**src/rtl/mem_port_arbiter.sv**
```systemverilog
// Arbitrates the IF and MA ports onto the byte-wide memory bus and serialises 1/2/4-byte accesses.
// Define ARB_RR_EN for round-robin arbitration; otherwise MA has fixed priority over IF.
module mem_port_arbiter #(
  parameter int unsigned MEM_A_BITS = 18,
  parameter int unsigned IF_BYTES   = 4
) (
  input  logic        clk,
  input  logic        rst,
  input  logic        rdy,
  input  logic        if_req,
  input  logic [31:0] if_addr,
  output logic [31:0] if_rdata,
  output logic        if_done,
  input  logic        ma_req,
  input  logic        ma_we,
  input  logic [1:0]  ma_width,
  input  logic [31:0] ma_addr,
  input  logic [31:0] ma_wdata,
  output logic [31:0] ma_rdata,
  output logic        ma_done,
  input  logic [7:0]  mem_din,
  output logic [7:0]  mem_dout,
  output logic [31:0] mem_a,
  output logic        mem_wr
);

  localparam logic [31:0] AddrMask = (MEM_A_BITS >= 32) ? 32'hffff_ffff :
                                     ((32'd1 << MEM_A_BITS) - 32'd1);
  localparam logic [2:0]  IfLen    = (IF_BYTES == 2) ? 3'd2 : 3'd4;

  typedef enum logic [1:0] {StIdle, StRead, StWrite, StDone} state_e;

  state_e      state_q;
  logic        is_ma_q, pend_q, stall_q, mem_wr_q, if_done_q, ma_done_q;
  logic [2:0]  len_q, cnt_q, cap_q;
  logic [31:0] addr_q, wdata_q, rbuf_q, reread_a_q, mem_a_q;
  logic [31:0] if_rdata_q, ma_rdata_q;
  logic [7:0]  mem_dout_q;
`ifdef ARB_RR_EN
  logic        last_ma_q;
`endif

  logic        grant_ma, grant_if, capture, last_cap;
  logic [2:0]  ma_len, rd_idx;
  logic [31:0] grant_addr, rbuf_new;

  always_comb begin
`ifdef ARB_RR_EN
    grant_ma = ma_req & (~if_req | ~last_ma_q);
`else
    grant_ma = ma_req;
`endif
    grant_if   = if_req & ~grant_ma;
    grant_addr = grant_ma ? ma_addr : if_addr;
    case (ma_width)
      2'b00:   ma_len = 3'd1;
      2'b01:   ma_len = 3'd2;
      default: ma_len = 3'd4;
    endcase
    // After a stall the in-flight byte is lost, so restart issue at the first uncaptured byte.
    rd_idx   = stall_q ? cap_q : cnt_q;
    capture  = pend_q & ~stall_q;
    last_cap = capture & (cap_q == len_q - 3'd1);
    rbuf_new = rbuf_q;
    if (capture) rbuf_new[{cap_q[1:0], 3'b000} +: 8] = mem_din;
  end

  assign mem_a    = (state_q == StRead && stall_q) ? reread_a_q : mem_a_q;
  assign mem_dout = mem_dout_q;
  assign mem_wr   = mem_wr_q & rdy;
  assign if_done  = if_done_q & rdy;
  assign ma_done  = ma_done_q & rdy;
  assign if_rdata = if_rdata_q;
  assign ma_rdata = ma_rdata_q;

  always_ff @(posedge clk or negedge rst) begin
    if (!rst) begin
      state_q    <= StIdle;
      is_ma_q    <= 1'b0;
      pend_q     <= 1'b0;
      stall_q    <= 1'b0;
      mem_wr_q   <= 1'b0;
      if_done_q  <= 1'b0;
      ma_done_q  <= 1'b0;
      len_q      <= 3'd0;
      cnt_q      <= 3'd0;
      cap_q      <= 3'd0;
      addr_q     <= 32'd0;
      wdata_q    <= 32'd0;
      rbuf_q     <= 32'd0;
      reread_a_q <= 32'd0;
      mem_a_q    <= 32'd0;
      if_rdata_q <= 32'd0;
      ma_rdata_q <= 32'd0;
      mem_dout_q <= 8'd0;
`ifdef ARB_RR_EN
      last_ma_q  <= 1'b0;
`endif
    end else begin
      stall_q <= ~rdy;
      if (rdy) begin
        case (state_q)
          StIdle: begin
            if (grant_ma || grant_if) begin
              is_ma_q    <= grant_ma;
              addr_q     <= grant_addr;
              len_q      <= grant_ma ? ma_len : IfLen;
              wdata_q    <= ma_wdata;
              mem_a_q    <= grant_addr & AddrMask;
              reread_a_q <= grant_addr & AddrMask;
              cap_q      <= 3'd0;
              pend_q     <= 1'b0;
              rbuf_q     <= 32'd0;
`ifdef ARB_RR_EN
              last_ma_q  <= grant_ma;
`endif
              if (grant_ma && ma_we) begin
                mem_dout_q <= ma_wdata[7:0];
                mem_wr_q   <= 1'b1;
                cnt_q      <= 3'd1;
                state_q    <= StWrite;
              end else begin
                cnt_q   <= 3'd0;
                state_q <= StRead;
              end
            end
          end
          StRead: begin
            if (capture) begin
              rbuf_q     <= rbuf_new;
              cap_q      <= cap_q + 3'd1;
              reread_a_q <= (addr_q + 32'(cap_q) + 32'd1) & AddrMask;
            end
            if (last_cap) begin
              state_q <= StDone;
              pend_q  <= 1'b0;
              if (is_ma_q) begin
                ma_rdata_q <= rbuf_new;
                ma_done_q  <= 1'b1;
              end else begin
                if_rdata_q <= rbuf_new;
                if_done_q  <= 1'b1;
              end
            end else if (rd_idx < len_q) begin
              pend_q  <= 1'b1;
              cnt_q   <= rd_idx + 3'd1;
              mem_a_q <= (addr_q + 32'(rd_idx) + 32'd1) & AddrMask;
            end else begin
              pend_q <= 1'b0;
            end
          end
          StWrite: begin
            if (cnt_q == len_q) begin
              state_q   <= StDone;
              mem_wr_q  <= 1'b0;
              ma_done_q <= 1'b1;
            end else begin
              mem_a_q    <= (addr_q + 32'(cnt_q)) & AddrMask;
              mem_dout_q <= wdata_q[{cnt_q[1:0], 3'b000} +: 8];
              cnt_q      <= cnt_q + 3'd1;
            end
          end
          StDone: begin
            state_q   <= StIdle;
            if_done_q <= 1'b0;
            ma_done_q <= 1'b0;
          end
          default: state_q <= StIdle;
        endcase
      end
    end
  end

endmodule

```
**config.mk**
```make
export PLATFORM = sky130hd
export DESIGN_NAME = mem_port_arbiter
export DESIGN_NICKNAME = d
export VERILOG_FILES = /design/src/rtl/mem_port_arbiter.sv
export SDC_FILE = /design/constraint.sdc
export NUM_CORES = 1
export LEC_CHECK = 0
export CELL_PAD_IN_SITES_DETAIL_PLACEMENT = 1
export CELL_PAD_IN_SITES_GLOBAL_PLACEMENT = 1
export CORE_MARGIN = 2
export CORE_UTILIZATION = 40
export CTS_BUF_LIST = sky130_fd_sc_hd__clkbuf_16
export CTS_CLUSTER_DIAMETER = 150
export DETAILED_ROUTE_END_ITERATION = 12
export PLACE_DENSITY = 0.79
export SLEW_MARGIN = 20
export SYNTH_ARGS = -nofsm -noshare
export SYNTH_HDL_FRONTEND = slang
export SYNTH_SLANG_ARGS = --single-unit
```
**constraint.sdc**
```tcl
create_clock -name clk -period 3 [get_ports clk]
set_input_delay 0.3 -clock clk [delete_from_list [all_inputs] [get_ports clk]]
set_output_delay 0.3 -clock clk [all_outputs]
set_load 0.02 [all_outputs]
```
==> metrics.cfg, run 1 <==
[die]
start_util_pct=40.61
core_area_um2=25910
die_h_um=166.2
dieWidth_um=166.2
die_area_um2=27620
std_cell_rows=59
num_io_pins=219

[power_and_ir_drop]
power_leakage_nw=5.929
power_density_nw_per_um2=971.6
ir_drop_v=0.0005464

[global_routing]
grt_util_met3_pct=3.932
grt_max_degree=96
gr-usage-met1_pct=29.69
grt-ovfl-total=0
grt_use_total_pct=22.36
grt_pass1_wl_um=50390
top_usage_layer=met2
grt_antenna_before_repair=0
grt_pass1_vias=9222
grtUsageMet2_pct=38.48

[logic_synthesis]
synth_edf_count=0
synth_area_per_cell_um2=9.798
synth_cell_types=68
synth_top_area_cell=dfrtp_1
synthTopCellsByArea=dfrtp_1, nand2_1, o21ai_0
ys.flop_type=dfrtp_1
syn-cell-area_um2=10520
synth-seq-cells=207
async_flop_share_pct=100.0
seq_area_frac_synth_pct=49.23
syn_inst=1074
synth_common_cells=dfrtp_1, nand2_1, o21ai_0, nor2_1, a21oi_1
yosysWarnings=0
synthMostInstantiatedCell=dfrtp_1
synth_top_area_share_pct=49.23

[drt]
drt_iter0_markers=508
drc=0
routed_wl_um=31010
ant_nets=0
routedWlPerCell_um=19.50
avgViaCountPerCell=5.561
drt_pass1_iterations=4
vias=8842

[timing]
min_period_over_period_pct=96.89
final_max_slew_viol_count=0
worstMarginPinSlew_ps=884.9
finalCriticalPeriod_ps=2907
fin_skew_ps=16.58
setup-tns-final_ps=0
setup_viol=0
hold_violations=0
rsz0062_at_grt=no
relSlewSlack_pct=40.55
fmaxAchievable_ghz=0.3440

[clock_network]
cts_made_buffers=24
cts_root_buf=clkbuf_16
cts_tree=built
htree_num_levels=1
clock_latency_ps=530
cts_resized=0
clock-sinks=207
postCtsSetupBuffers=0
clk_pin_slew_worst_paths_ps=60
clockBufferDepth=3

[layout]
diodes=0
design_area_um2=13430
final_util_pct=51.84
nets=1377
drive_above_1_share_pct=10.04
syn2layout_area_growth_pct=27.66

[critical_path]
cp.arrival_ps=2610
path_class=reg -> out
cp-end-kind=output pin
worst_setup_path_start_kind=flop
cp_data_required_time_ps=2700
worst-path-max-fanout=18

[placement]
placed_cell_area_um2=12670
globalplace.congestion=0.8267
hpwl_um=21590
portBuffers=176

[flow_run]
cap_violations=0

[min_path]
hp-class=in -> reg

[run_status]
status=finished clean

## critical path: stages, from the launching register on
cell,delay [ps]
dfrtp_1,400
inv_1,100
ha_1,210
nand2_1,90
buf_4,320
mux2_2,410
clkdlybuf4s50_1,550
## cells by family after synthesis
kind of cell | synth area share [%]
simple gates | 13.69
compound gates | 19.16
flops | 49.23
buf+inv | 5.232
mux | 7.027
fa+ha+maj | 3.425
xor+xnor | 2.212
other cells | 0.03564
## final timing paths
| path | from | to | slack [ps] | cells past startpoint |
|---|---|---|---|---|
| setup / recovery | state_q[1] | mem_a[17] | 90 | 6 |
| hold reg to reg | wdata_q[28] | wdata_q[28] | 470 | 2 |
| setup reg to reg | stall_q | mem_a_q[12] | 190 | 10 |
| hold / removal | ma_wdata[16] | wdata_q[16] | 310 | 3 |
| min in group asynchronous | rst | ma_rdata[0] | 410 | 2 |
| max in group asynchronous | rst | wdata_q[13] | 1770 | 3 |
## repair_timing
item | in CTS | in global routing
setup endpoints to repair | 0 | 0
hold buffers | 1 | 0
endpoints found under the hold margin | 91 | 0
## layout by cell type, fill, tap and decap left out, types with 3 or more instances in the layout
cell type,instances
nand2b_1,3
a22o_1,34
clkinv_1,5
a21oi_1,63
nor2b_1,6
a22oi_1,33
a21o_1,11
clkbuf_16,24
clkdlybuf4s50_1,175
o22ai_1,4
dfrtp_1,207
o221ai_1,17
o22a_1,9
mux4_2,8
inv_1,28
nand3_1,11
nand4_1,7
o211ai_1,5
mux2i_1,30
clkinvlp_4,3
buf_12,3
mux2_2,23
o21ai_0,90
buf_4,39
xnor2_1,10
a31oi_1,10
xor2_1,14
a21oi_2,3
and3_1,3
nor2_1,68
a311oi_1,8
o31ai_1,5
conb_1,14
fa_1,3
nand2_1,197
ha_1,24
and2_1,5
nor3_1,7
## flip-flops by register name (all words and copies together), names as in the netlist, 2 cells and up
register,flops
state_q,2
cap_q,3
reread_a_q,18
ma_rdata,32
wdata_q,32
cnt_q,3
rbuf_q,32
if_rdata,32
len_q,3
addr_q,18
mem_a_q,18
mem_dout,8
## power by group
part	internal [W]	switching [W]	leakage (nW)
registers	0.00367	0.000686	2.70
logic	0.00258	0.00330	2.84
clock network	0.00163	0.00118	0.385
## cell type report
| type | instances | area (um2) |
|---|---|---|
| Tap cell | 335 | 419.2 |
| Sequential cell | 207 | 5180 |
| Clock buffer | 24 | 600.6 |
| Clock inverter | 19 | 155.1 |
| Multi-Input combinational cell | 763 | 4863 |
| Fill cell | 2862 | 12480 |
| Timing Repair Buffer | 219 | 2128 |
| Inverter | 23 | 86.33 |
## stage by stage
step / setup slack, ps / std cells / total power (W) / hold slack [ps]
after floorplan: 374.6 / 1087 / 0.007967 / 4.409
after global placement: 338.3 / 1546 / 0.009973 / 435.1
after detailed placement: 259.2 / 1546 / 0.01025 / 432.8
after CTS: 80.68 / 1590 / 0.01315 / 296.1
after global routing: 16.30 / 1590 / 0.01391 / 312.9
final: 93.19 / 1590 / 0.01305 / 305.6
## routing by layer
layer | share of wire, % | vias to the layer above | routed length (um)
met2 | 49 | 234 | 15090
met3 | 5.2 | 46 | 1618
met4 | 1.9 | 0 | 590
met1 | 44 | 4458 | 13710
met5 | 0 | - | 0
li1 | - | 4104 | -
Power figures use the tool's default switching activity.
==> run 2, diff against run 1 <==
--- a/config.mk
+++ b/config.mk
@@ -11,7 +11,9 @@
 export CORE_UTILIZATION = 40
 export CTS_BUF_LIST = sky130_fd_sc_hd__clkbuf_16
 export CTS_CLUSTER_DIAMETER = 150
+export CTS_CLUSTER_SIZE = 30
 export DETAILED_ROUTE_END_ITERATION = 12
+export MAX_ROUTING_LAYER = met4
 export PLACE_DENSITY = 0.79
 export SLEW_MARGIN = 20
 export SYNTH_ARGS = -nofsm -noshare
==> metrics.cfg, run 2 (synthesis results as in run 1) <==
[timing]
finalCriticalPeriod_ps=2885
relSlewSlack_pct=39.29
min_period_over_period_pct=96.16
rsz0062_at_grt=no
setup_viol=0
setup-tns-final_ps=0
hold_violations=0
fmaxAchievable_ghz=0.3466
final_max_slew_viol_count=0
worstMarginPinSlew_ps=903.8
fin_skew_ps=21.45

[clock_network]
clockBufferDepth=3
clk_pin_slew_worst_paths_ps=120
cts_tree=built
htree_num_levels=1
cts_resized=0
postCtsSetupBuffers=0
cts_made_buffers=10
clock-sinks=207
clock_latency_ps=480
cts_root_buf=clkbuf_16
cts_hold_buf=1

[drt]
drt_pass1_iterations=5
top_layer=met4
routedWlPerCell_um=19.29
routed_wl_um=30080
vias=8682
routedLengthMet1_um=13570
ant_nets=0
avgViaCountPerCell=5.569
wl_met3_um=1504
drc=0
drt_iter0_markers=558
dr_wl_met2_um=14460

[die]
core_area_um2=25910
start_util_pct=40.61
num_io_pins=219
std_cell_rows=59
die_area_um2=27620
dieWidth_um=166.2
die_h_um=166.2

[flow_run]
cap_violations=0

[placement]
globalplace.congestion=0.8392
portBuffers=176
hpwl_um=21590

[global_routing]
grt_antenna_before_repair=0
grt-ovfl-total=0
grt_pass1_vias=9035
grt_pass1_wl_um=49090
grt_use_total_pct=22.36
grt_max_degree=96

[critical_path]
crit_end=mem_a[17]
reg2reg_setup_slack_ps=220
worstRegToRegCells=10
cp-end-kind=output pin
r2r_start=stall_q
r2r_end=mem_a_q[10]
cp.arrival_ps=2580
path_class=reg -> out
startpoint=state_q[1]
cp_data_required_time_ps=2700
worst-path-max-fanout=18
worst_setup_path_start_kind=flop

[layout]
diodes=0
syn2layout_area_growth_pct=23.14
layout_common_cells=dfrtp_1, nand2_1, clkdlybuf4s50_1
nets=1363
layout_commonest_cell=dfrtp_1
final_util_pct=50.01
drive_above_1_share_pct=8.578

[run_status]
status=finished clean

[min_path]
hp-class=in -> reg

[power_and_ir_drop]
ir_drop_v=0.0004588
power_leakage_nw=5.683
power_density_nw_per_um2=906.4

==> run 2: cell count changes in the layout (fill, tap and decap cells not counted), sizes merged <==
cell,previous run,this run
bufinv,2,0
clkbuf,25,12
inv,28,21
clkinvlp,3,0
clkinv,9,3
==> run 2: worst min-delay path by stage <==
stage / from / to / slack (ps) / cells after the start
5_1_grt: ma_wdata[9] / wdata_q[9] / 350 / 3
3_5_place_dp: rst / ma_rdata[27] / 430 / 1
6_report: ma_wdata[9] / wdata_q[9] / 340 / 3
4_1_cts: ma_wdata[9] / wdata_q[9] / 330 / 3
2_1_floorplan: rst / addr_q[0] / 4 / 0
3_3_place_gp: rst / ma_rdata[27] / 440 / 1
==> run 2: per-stage QoR <==
stage                     std cells  worst slack (ps)  hold WS [ps]  total power (W)  cell area (um2)
after floorplan                1087             374.6         4.409         0.007967            10570
after CTS                      1559             101.2         333.2          0.01184            12960
after global placement         1546             338.3         435.1         0.009973            12670
final                          1559             115.1         337.3          0.01175            12960
after detailed placement       1546             259.2         432.8          0.01025            12670
after global routing           1559             30.59         347.8          0.01259            12960
==> run 2: routing by layer <==
layer,vias up,track usage [%]
li1,4052,-
met1,4360,29.46
met2,237,36.97
met3,33,3.408
met4,0,4.423
met5,-,-
==> run 2: cell type report <==
class,instances,area [um2]
clock inverters,1,5.005
repair buffers,219,2128
well taps,335,419.2
flip-flops and latches,207,5180
fillers,2870,12950
clock buffers,11,275.3
inverters,23,86.33
multi-input cells,763,4863
==> run 2: power by group <==
group          total, W  switching (W)  internal, W  leakage (nW)
sequential      0.00434       0.000685      0.00366          2.70
combinational   0.00584        0.00327      0.00257          2.84
clock           0.00156       0.000896     0.000666         0.139
==> run 2: critical path: stages (launching register included) <==
cell	delay, ps
dfrtp_1	420
inv_1	100
ha_1	210
nand2_1	90
buf_4	320
mux2_2	410
clkdlybuf4s50_1	550
